## src/rtl/merge_ctrl_n.sv

```systemverilog
// Two-way run merger: merges zero-terminated runs from FIFO heads A and B into one output register.
// Optional run counter port o_run_cnt is built only with MERGE_RUN_COUNT_EN defined.
module merge_ctrl_n #(
    parameter int DATA_W  = 32,
    parameter int DESCEND = 0,
    parameter int CNT_W   = 16
) (
    input  logic              i_clk,
    input  logic              i_rst,
    input  logic [DATA_W-1:0] i_a_data,
    input  logic [DATA_W-1:0] i_b_data,
    input  logic              i_a_valid,
    input  logic              i_b_valid,
    input  logic              i_a_eos,
    input  logic              i_b_eos,
    output logic              o_a_pop,
    output logic              o_b_pop,
    output logic [DATA_W-1:0] o_data,
    output logic              o_valid,
    input  logic              i_ready,
    output logic              o_run_end,
    output logic              o_done,
    output logic              o_err
`ifdef MERGE_RUN_COUNT_EN
    ,
    output logic [CNT_W-1:0]  o_run_cnt
`endif
);

    typedef enum logic [1:0] {MERGE, DRAIN_A, DRAIN_B, DONE} state_t;

    state_t              state, state_nxt;
    logic [DATA_W-1:0]   data_p1;
    logic                run_end_p1;
    logic                vld_p1;
    logic                err_q;

    logic                slot_free, both_zero, a_zero, b_zero;
    logic                load, term, err_set;
    logic [DATA_W-1:0]   sel_data;

    // Ties go to A; unsigned compare over the full record width.
    function automatic logic take_a(input logic [DATA_W-1:0] a, input logic [DATA_W-1:0] b);
        if (DESCEND != 0)
            return a >= b;
        else
            return a <= b;
    endfunction

    function automatic logic [CNT_W-1:0] sat_inc(input logic [CNT_W-1:0] v);
        return (&v) ? v : v + 1'b1;
    endfunction

    assign a_zero    = (i_a_data == '0);
    assign b_zero    = (i_b_data == '0);
    assign slot_free = ~vld_p1 | i_ready;
    assign both_zero = i_a_valid & i_b_valid & a_zero & b_zero;

    always_comb begin
        state_nxt = state;
        load      = 1'b0;
        term      = 1'b0;
        err_set   = 1'b0;
        o_a_pop   = 1'b0;
        o_b_pop   = 1'b0;
        sel_data  = '0;

        if (slot_free && !i_rst && state != DONE) begin
            if (both_zero) begin
                term    = 1'b1;
                load    = 1'b1;
                o_a_pop = 1'b1;
                o_b_pop = 1'b1;
                if (i_a_eos && i_b_eos) begin
                    state_nxt = DONE;
                end else if (!i_a_eos && !i_b_eos) begin
                    state_nxt = MERGE;
                end else begin
                    err_set   = 1'b1;
                    state_nxt = DONE;
                end
            end else begin
                case (state)
                    MERGE: begin
                        if (i_a_valid && i_b_valid) begin
                            load = 1'b1;
                            if (a_zero) begin
                                o_b_pop   = 1'b1;
                                sel_data  = i_b_data;
                                state_nxt = DRAIN_B;
                            end else if (b_zero) begin
                                o_a_pop   = 1'b1;
                                sel_data  = i_a_data;
                                state_nxt = DRAIN_A;
                            end else if (take_a(i_a_data, i_b_data)) begin
                                o_a_pop  = 1'b1;
                                sel_data = i_a_data;
                            end else begin
                                o_b_pop  = 1'b1;
                                sel_data = i_b_data;
                            end
                        end
                    end
                    DRAIN_A: begin
                        if (i_a_valid && !a_zero) begin
                            load     = 1'b1;
                            o_a_pop  = 1'b1;
                            sel_data = i_a_data;
                        end
                    end
                    DRAIN_B: begin
                        if (i_b_valid && !b_zero) begin
                            load     = 1'b1;
                            o_b_pop  = 1'b1;
                            sel_data = i_b_data;
                        end
                    end
                    default: ;
                endcase
            end
        end
    end

    // p1: single output register stage
    always_ff @(posedge i_clk or posedge i_rst) begin
        if (i_rst) begin
            state      <= MERGE;
            vld_p1     <= 1'b0;
            data_p1    <= '0;
            run_end_p1 <= 1'b0;
            err_q      <= 1'b0;
        end else begin
            state <= state_nxt;
            if (load) begin
                vld_p1     <= 1'b1;
                data_p1    <= sel_data;
                run_end_p1 <= term;
            end else if (i_ready) begin
                vld_p1 <= 1'b0;
            end
            if (err_set)
                err_q <= 1'b1;
        end
    end

`ifdef MERGE_RUN_COUNT_EN
    logic [CNT_W-1:0] run_cnt_q;

    always_ff @(posedge i_clk or posedge i_rst) begin
        if (i_rst)
            run_cnt_q <= '0;
        else if (term)
            run_cnt_q <= sat_inc(run_cnt_q);
    end

    assign o_run_cnt = run_cnt_q;
`endif

    assign o_data    = data_p1;
    assign o_valid   = vld_p1;
    assign o_run_end = run_end_p1;
    assign o_done    = (state == DONE);
    assign o_err     = err_q;

endmodule

```

## config.mk

```make
export PLATFORM = sky130hd
export DESIGN_NAME = merge_ctrl_n
export DESIGN_NICKNAME = d
export VERILOG_FILES = /design/src/rtl/merge_ctrl_n.sv
export SDC_FILE = /design/constraint.sdc
export NUM_CORES = 1
export LEC_CHECK = 0
export CAP_MARGIN = 40
export CORE_UTILIZATION = 35
export DETAILED_ROUTE_END_ITERATION = 8
export PLACE_DENSITY = 0.73
export SETUP_SLACK_MARGIN = 0.05
export SLEW_MARGIN = 40
export SYNTH_ARGS = -nofsm -noshare
export SYNTH_HDL_FRONTEND = slang
export SYNTH_SLANG_ARGS = --single-unit
export TNS_END_PERCENT = 100
```

## constraint.sdc

```tcl
create_clock -name i_clk -period 3 [get_ports i_clk]
set_input_delay 0.6 -clock i_clk [delete_from_list [all_inputs] [get_ports i_clk]]
set_output_delay 0.6 -clock i_clk [all_outputs]
set_load 0.01 [all_outputs]
```

* Word-level counts from Yosys, hierarchy flattened
Cells that the tools add are included.
** Cells by class
- Bitwise gates (word level) :: 5
- Add/subtract/negate cells :: 0
- Shifts and indexed selects :: 0
- Equal/unequal tests :: 4
- $mul :: 0
- Div/mod/pow operators :: 0
- Magnitude comparators :: 1
- Multiplexer cells :: 50
- Reductions and logical operators :: 20
** Operators by type and width (number)
- $mux 32 :: 8
- $pmux 32 s3 :: 1
- $logic_not 32->1 :: 2
- $le 32x32->1 :: 1
- $mux 1 :: 31
- $mux 2 :: 7
- $logic_and 1x1->1 :: 7
- $reduce_bool 2->1 :: 3
- $logic_not 1->1 :: 5
- $eq 2x2->1 const B :: 2
- $pmux 1 s2 :: 2
- $reduce_and 4->1 :: 1
- $and 1x1->1 :: 3
- $pmux 1 s3 :: 1
- $reduce_bool 3->1 :: 1
- $eq 2x1->1 const B :: 1
- $logic_not 2->1 :: 1
- $ne 2x2->1 const B :: 1
- $not 1->1 :: 1
- $or 1x1->1 :: 1
** Word-level totals
- Logic and storage cells :: 85
- Register bits :: 37
- Memory bits (writable) :: 0
- Bits in latches :: 0
- Bits in read-only memories :: 0
- Input bits :: 71
- Output and inout bits :: 38
- Memories :: 0

* Depth between registers and ports, before layout
Gate-level depths: netlist (run 1).
- Depth in word-level cells :: 14
- Gate-level depth with buffers :: 10
- Depth with buffers taken out :: 9

* Worst setup path before layout (run 1)
Ideal clock, no wire load.
- Path type :: input-to-output
- Start point :: in i_b_data[7]
- End point :: out o_a_pop
- Stages on the path :: 9
- Arrival time :: 2.415 ns
- Slack :: -0.015 ns
- Path through :: inv_1 ha_1 a21oi_1 o21ai_1 and2_0 or4_1 a221o_2 a21oi_1 o21a_1
** Between the ends
- Word-level cells in the longest chain between the ends :: 14
- Elaborated cells between the ends (all ways) :: 16
** RTL lines
- start, declared :: RTL line 11 : input logic [DATA_W-1:0] i_b_data,
- $le 32x32->1 :: RTL line 47 : return a <= b;
- $mux 1 :: RTL line 91 : end else if (b_zero) begin
- $mux 1 :: RTL line 87 : if (a_zero) begin
- $mux 1 :: RTL line 85 : if (i_a_valid && i_b_valid) begin
- $mux 1 :: RTL line 83 : case (state)
- $mux 1 :: RTL line 69 : if (both_zero) begin
- $mux 1 :: RTL line 68 : if (slot_free && !i_rst && state != DONE) begin
- $mux 1 :: RTL line 95 : end else if (take_a(i_a_data, i_b_data)) begin
- $mux 1 :: RTL line 91
- $mux 1 :: RTL line 87
- $mux 1 :: RTL line 85
- $pmux 1 s2 :: RTL line 83
- $mux 1 (*) :: RTL line 69
- $mux 1 (*) :: RTL line 68
- end, declared :: RTL line 16 : output logic o_a_pop,
Mark *: on every way between the ends. The rest lies on a longest branch, timed or not. The select of a mux whose other input is x is not followed.

* Worst setup path in the final report (run 1)
- Start point :: in i_b_data[14]
- End point :: out o_a_pop
The elaborated chain is that of the path after synthesis.

==> results list, run 1 <==
- Max Cap Violations: 0
- Final number of max-transition violations: 0
- The worst setup path is captured at a primary output.
- FFs w/ async S/R, synth: 100.0%
- Width of the chip: between 90 and 100 um
* Most instantiated flip-flop cell in the synthesis netlist: dfrtp_1
* Critical path peak fanout: 3
* Rel. slew slack: 73.86%
- The number of antenna diodes in the final layout is 0.
* DP HPWL: approximately 7800 um
* YS warnings: 0
- Adding up every negative setup slack in the final design gives -0.4875 ns.
* Avg Cell Area, Syn: roughly 9.6 sq um
* NumNets Final: 606
- Clk Tree Root Cell: clkbuf_8
- Pre-CTS setup slack: -1.345 ns
- TritonCTS built the clock tree.
* Via-per-instance ratio: about 5.6
- The startpoint identified for the worst hold timing path is o_err$_DFFE_PP0P_.
* Post-Synthesis Net Count: a little under 400
* Most used standard cells in the synthesized netlist: inv_1, dfrtp_1, nor2b_1, ha_1, a221o_2
- CTS buffer count: 5
- Setup repair after global routing could not meet its margin everywhere.
* Clk_lat worst skew: about 0.3 ns
- Number of buffers between clock root and the deepest sink: 2
- Hold slack final: roughly 0.48 ns
- The die covers 8315 sq um.
- Cell count of the worst hold path: 1
* Launch point of the worst reg-to-reg path: state[1]$_DFFE_PP0P_
* Power Density: 372.3 nW/um^2
- CORE AREA: between 7000 and 8000 sq um
- Between clock sinks in the finished design, the worst skew comes to between 0.009 and 0.01 ns.
* Data arrival time of the critical path: around 2.7 ns
- Counting cells, the worst reg-to-reg path comes to 7.
- Measured slew at the worst slew-check pin: roughly 0.39 ns
- 109 I/O pins were placed.
- Tightest Hold Check Type: reg2reg
* Dpl cell area: ~4700 sq um
* Wirelength per Cell: around 19 um
- Hold Path Sink: o_err$_DFFE_PP0P_
- Setup slack on the worst reg-to-reg path comes out at 0.74 ns.
- After detailed routing, the number of remaining DRC violations is 0.
- Count of buffers inserted at the top-level ports: around 110
- Sequential cells were found to cover 33.26% of the synthesized design area.
- Gate count of the mapped netlist: a little under 300
- Final Instance Area: about 5300 sq um
- Final hold violation count: 0
- The synthesized design contains 0 enable-type register cells.
- Layout cells sized above 1: a little over half
* Cell type with the highest aggregate area in the netlist: dfrtp_1
- Setup slack on the critical path of the routed design comes to -0.2506 ns.
- Critical path type: in2out
- Category of the worst setup path launch point: input port
* # H-tree levels: 2
- Combined area of the multi-input logic cells: ~2100 sq um
- Counting the fill cells in the layout gives roughly 560.
- GR Util All Layers: about a quarter
* Router iterations before antenna repair: 5
* Reg2Reg Capture Point: o_data[15]$_DFFE_PP0P_
* Routability congestion estimate from global placement: 0.8837
- The first routing iteration left roughly 130 violations.
- Via count of the first global-routing pass: between 3000 and 4000
- STA puts the critical path data required time at around 2.4 ns.
* Final worst path period share: 108.4%
- Biggest area contributors in the synthesized netlist: dfrtp_1, ha_1, a221o_2
- Clock sink count: 37
- Yosys reg bits: 37
* Status: finished with violations
- Detailed-route wire length: ~11000 um
- After floorplanning, the core was divided into 32 placement rows.
- Among all cell types in the netlist, the one instantiated most often is inv_1.
- The first global-routing pass estimated between 15000 and 20000 um of wire.
* Vert. Die Dim: between 90 and 100 um
- Violated checks: setup timing
* Post-Syn Area: approximately 2800 sq um
- Register clock-pin slew on the reported worst setup and hold paths: about 0.090 ns
- Time the worst path needs with I/O delays and setup: ~3.3 ns
- Number of distinct standard cells referenced by the synthesized netlist: 45
- Once the floorplan was initialized, standard cells occupied between 30% and 40% of the core.
* Overflow left after global routing: 0
- For this block, the via count after detailed routing is 3367.
- Buffers inserted to repair hold after CTS numbered 0.
- Final setup fails: 2
- The detail route stage leaves a number of antenna-violating nets equal to 0.
- Signed area change from the synthesized netlist to the final layout: 90.43%
* Storage element area: ~930 sq um
- The analysis attributes to cell leakage a power of 2.384 nW.
- Maximum vdd ir drop: a little over 0.2 mV
- Derived from the worst setup path, the maximum achievable clock frequency is approximately 310 MHz.
- After synthesis, the largest area contributor takes up 33.26% of total cell area.
- Entering global routing, the biggest net connects 22 pins.
* Antenna violations before repair: 0
[placed cells by master (no fill, tap or decap), types with 11 or more instances in the layout]
| cell type | Yosys | final |
|---|---|---|
| a221o_2 | 27 | 27 |
| ha_4 | 0 | 22 |
| buf_2 | 7 | 12 |
| nand4_1 | 12 | 12 |
| a21oi_1 | 17 | 12 |
| dfrtp_1 | 37 | 37 |
| clkdlybuf4s50_1 | 0 | 42 |
| clkdlybuf4s15_1 | 0 | 11 |
| buf_4 | 0 | 97 |
| inv_1 | 39 | 19 |
| nor2b_1 | 34 | 34 |
| inv_2 | 0 | 14 |
| clkbuf_2 | 0 | 14 |
| buf_6 | 3 | 24 |
[where the power goes]
part	leakage, nW	internal (mW)	switching, mW
Combinational	1.86	0.541	0.366
Sequential	0.469	0.600	0.0631
Clock	0.0542	0.208	0.196
[cells by family after synthesis]
group / Yosys count / synth area share [%]
compound gates: 76 / 23.33
simple gates: 95 / 20.50
buf+inv: 49 / 7.730
flops: 37 / 33.26
mux: 1 / 0.3596
fa+ha+maj: 33 / 14.83
[state kept, by name, indices dropped and copies added (netlist names)]
register and cells:
o_data 32, o_err 1, state 2, o_valid 1
o_run_end 1
[worst max-delay path by stage]
stage	from	endpoint	slack, ns	cells after the start
2_1_floorplan	i_b_data[1]	o_a_pop	0.03	9
3_3_place_gp	i_b_data[1]	o_a_pop	-1.31	11
3_5_place_dp	i_b_data[1]	o_a_pop	-1.35	11
4_1_cts	i_b_data[1]	o_a_pop	-0.22	11
5_1_grt	i_b_data[14]	o_a_pop	-0.34	11
6_report	i_b_data[14]	o_a_pop	-0.25	11
[final cells by class]
class	instances	area share [%]
Inverter	39	3.233
Clock inverter	1	0.09441
Timing Repair Buffer	214	34.62
Sequential cell	37	17.47
Multi-Input combinational cell	205	40.36
Tap cell	102	2.407
Clock buffer	7	1.817
[per-stage QoR]
stage	utilization [%]	power, mW	instances
6_report	68.60	1.974	605
4_1_cts	66.35	1.922	601
2_1_floorplan	-	0.9864	291
5_1_grt	68.60	2.074	605
3_3_place_gp	60.78	1.459	583
3_5_place_dp	60.78	1.475	583
[layer usage]
layer  vias up  routed length (um)  track usage [%]
li1       1523                   -                -
met1      1660                4524            31.14
met2       154                5704            46.21
met3        30                 679            4.858
met4         0                 383            10.85
met5         -                   0                0
[repair_timing]
action / CTS / global route
buffers inserted: 10 / 3
endpoints found under the setup margin: 35 / 34
gates resized for setup: 249 / 81
pin swaps: 46 / 37
[worst max-delay path, cell delays in order]
cell and delay [ns]:
buf_6 0.10, inv_2 0.06, ha_4 0.19, nand4_1 0.15, nor2_2 0.07, and2_1 0.14, or4_4 0.55, a221o_2 0.40
a21oi_2 0.13, o21a_1 0.13, buf_2 0.12
Power figures use the tool's default switching activity.
==> run 2: changes to the inputs <==
--- a/config.mk
+++ b/config.mk
@@ -8,6 +8,7 @@
 export CAP_MARGIN = 40
 export CORE_UTILIZATION = 35
 export DETAILED_ROUTE_END_ITERATION = 8
+export GPL_TIMING_DRIVEN = 1
 export PLACE_DENSITY = 0.73
 export SETUP_SLACK_MARGIN = 0.05
 export SLEW_MARGIN = 40
==> results of run 2 <==
The final DEF is identical to that of run 1; final timing and power are the same.
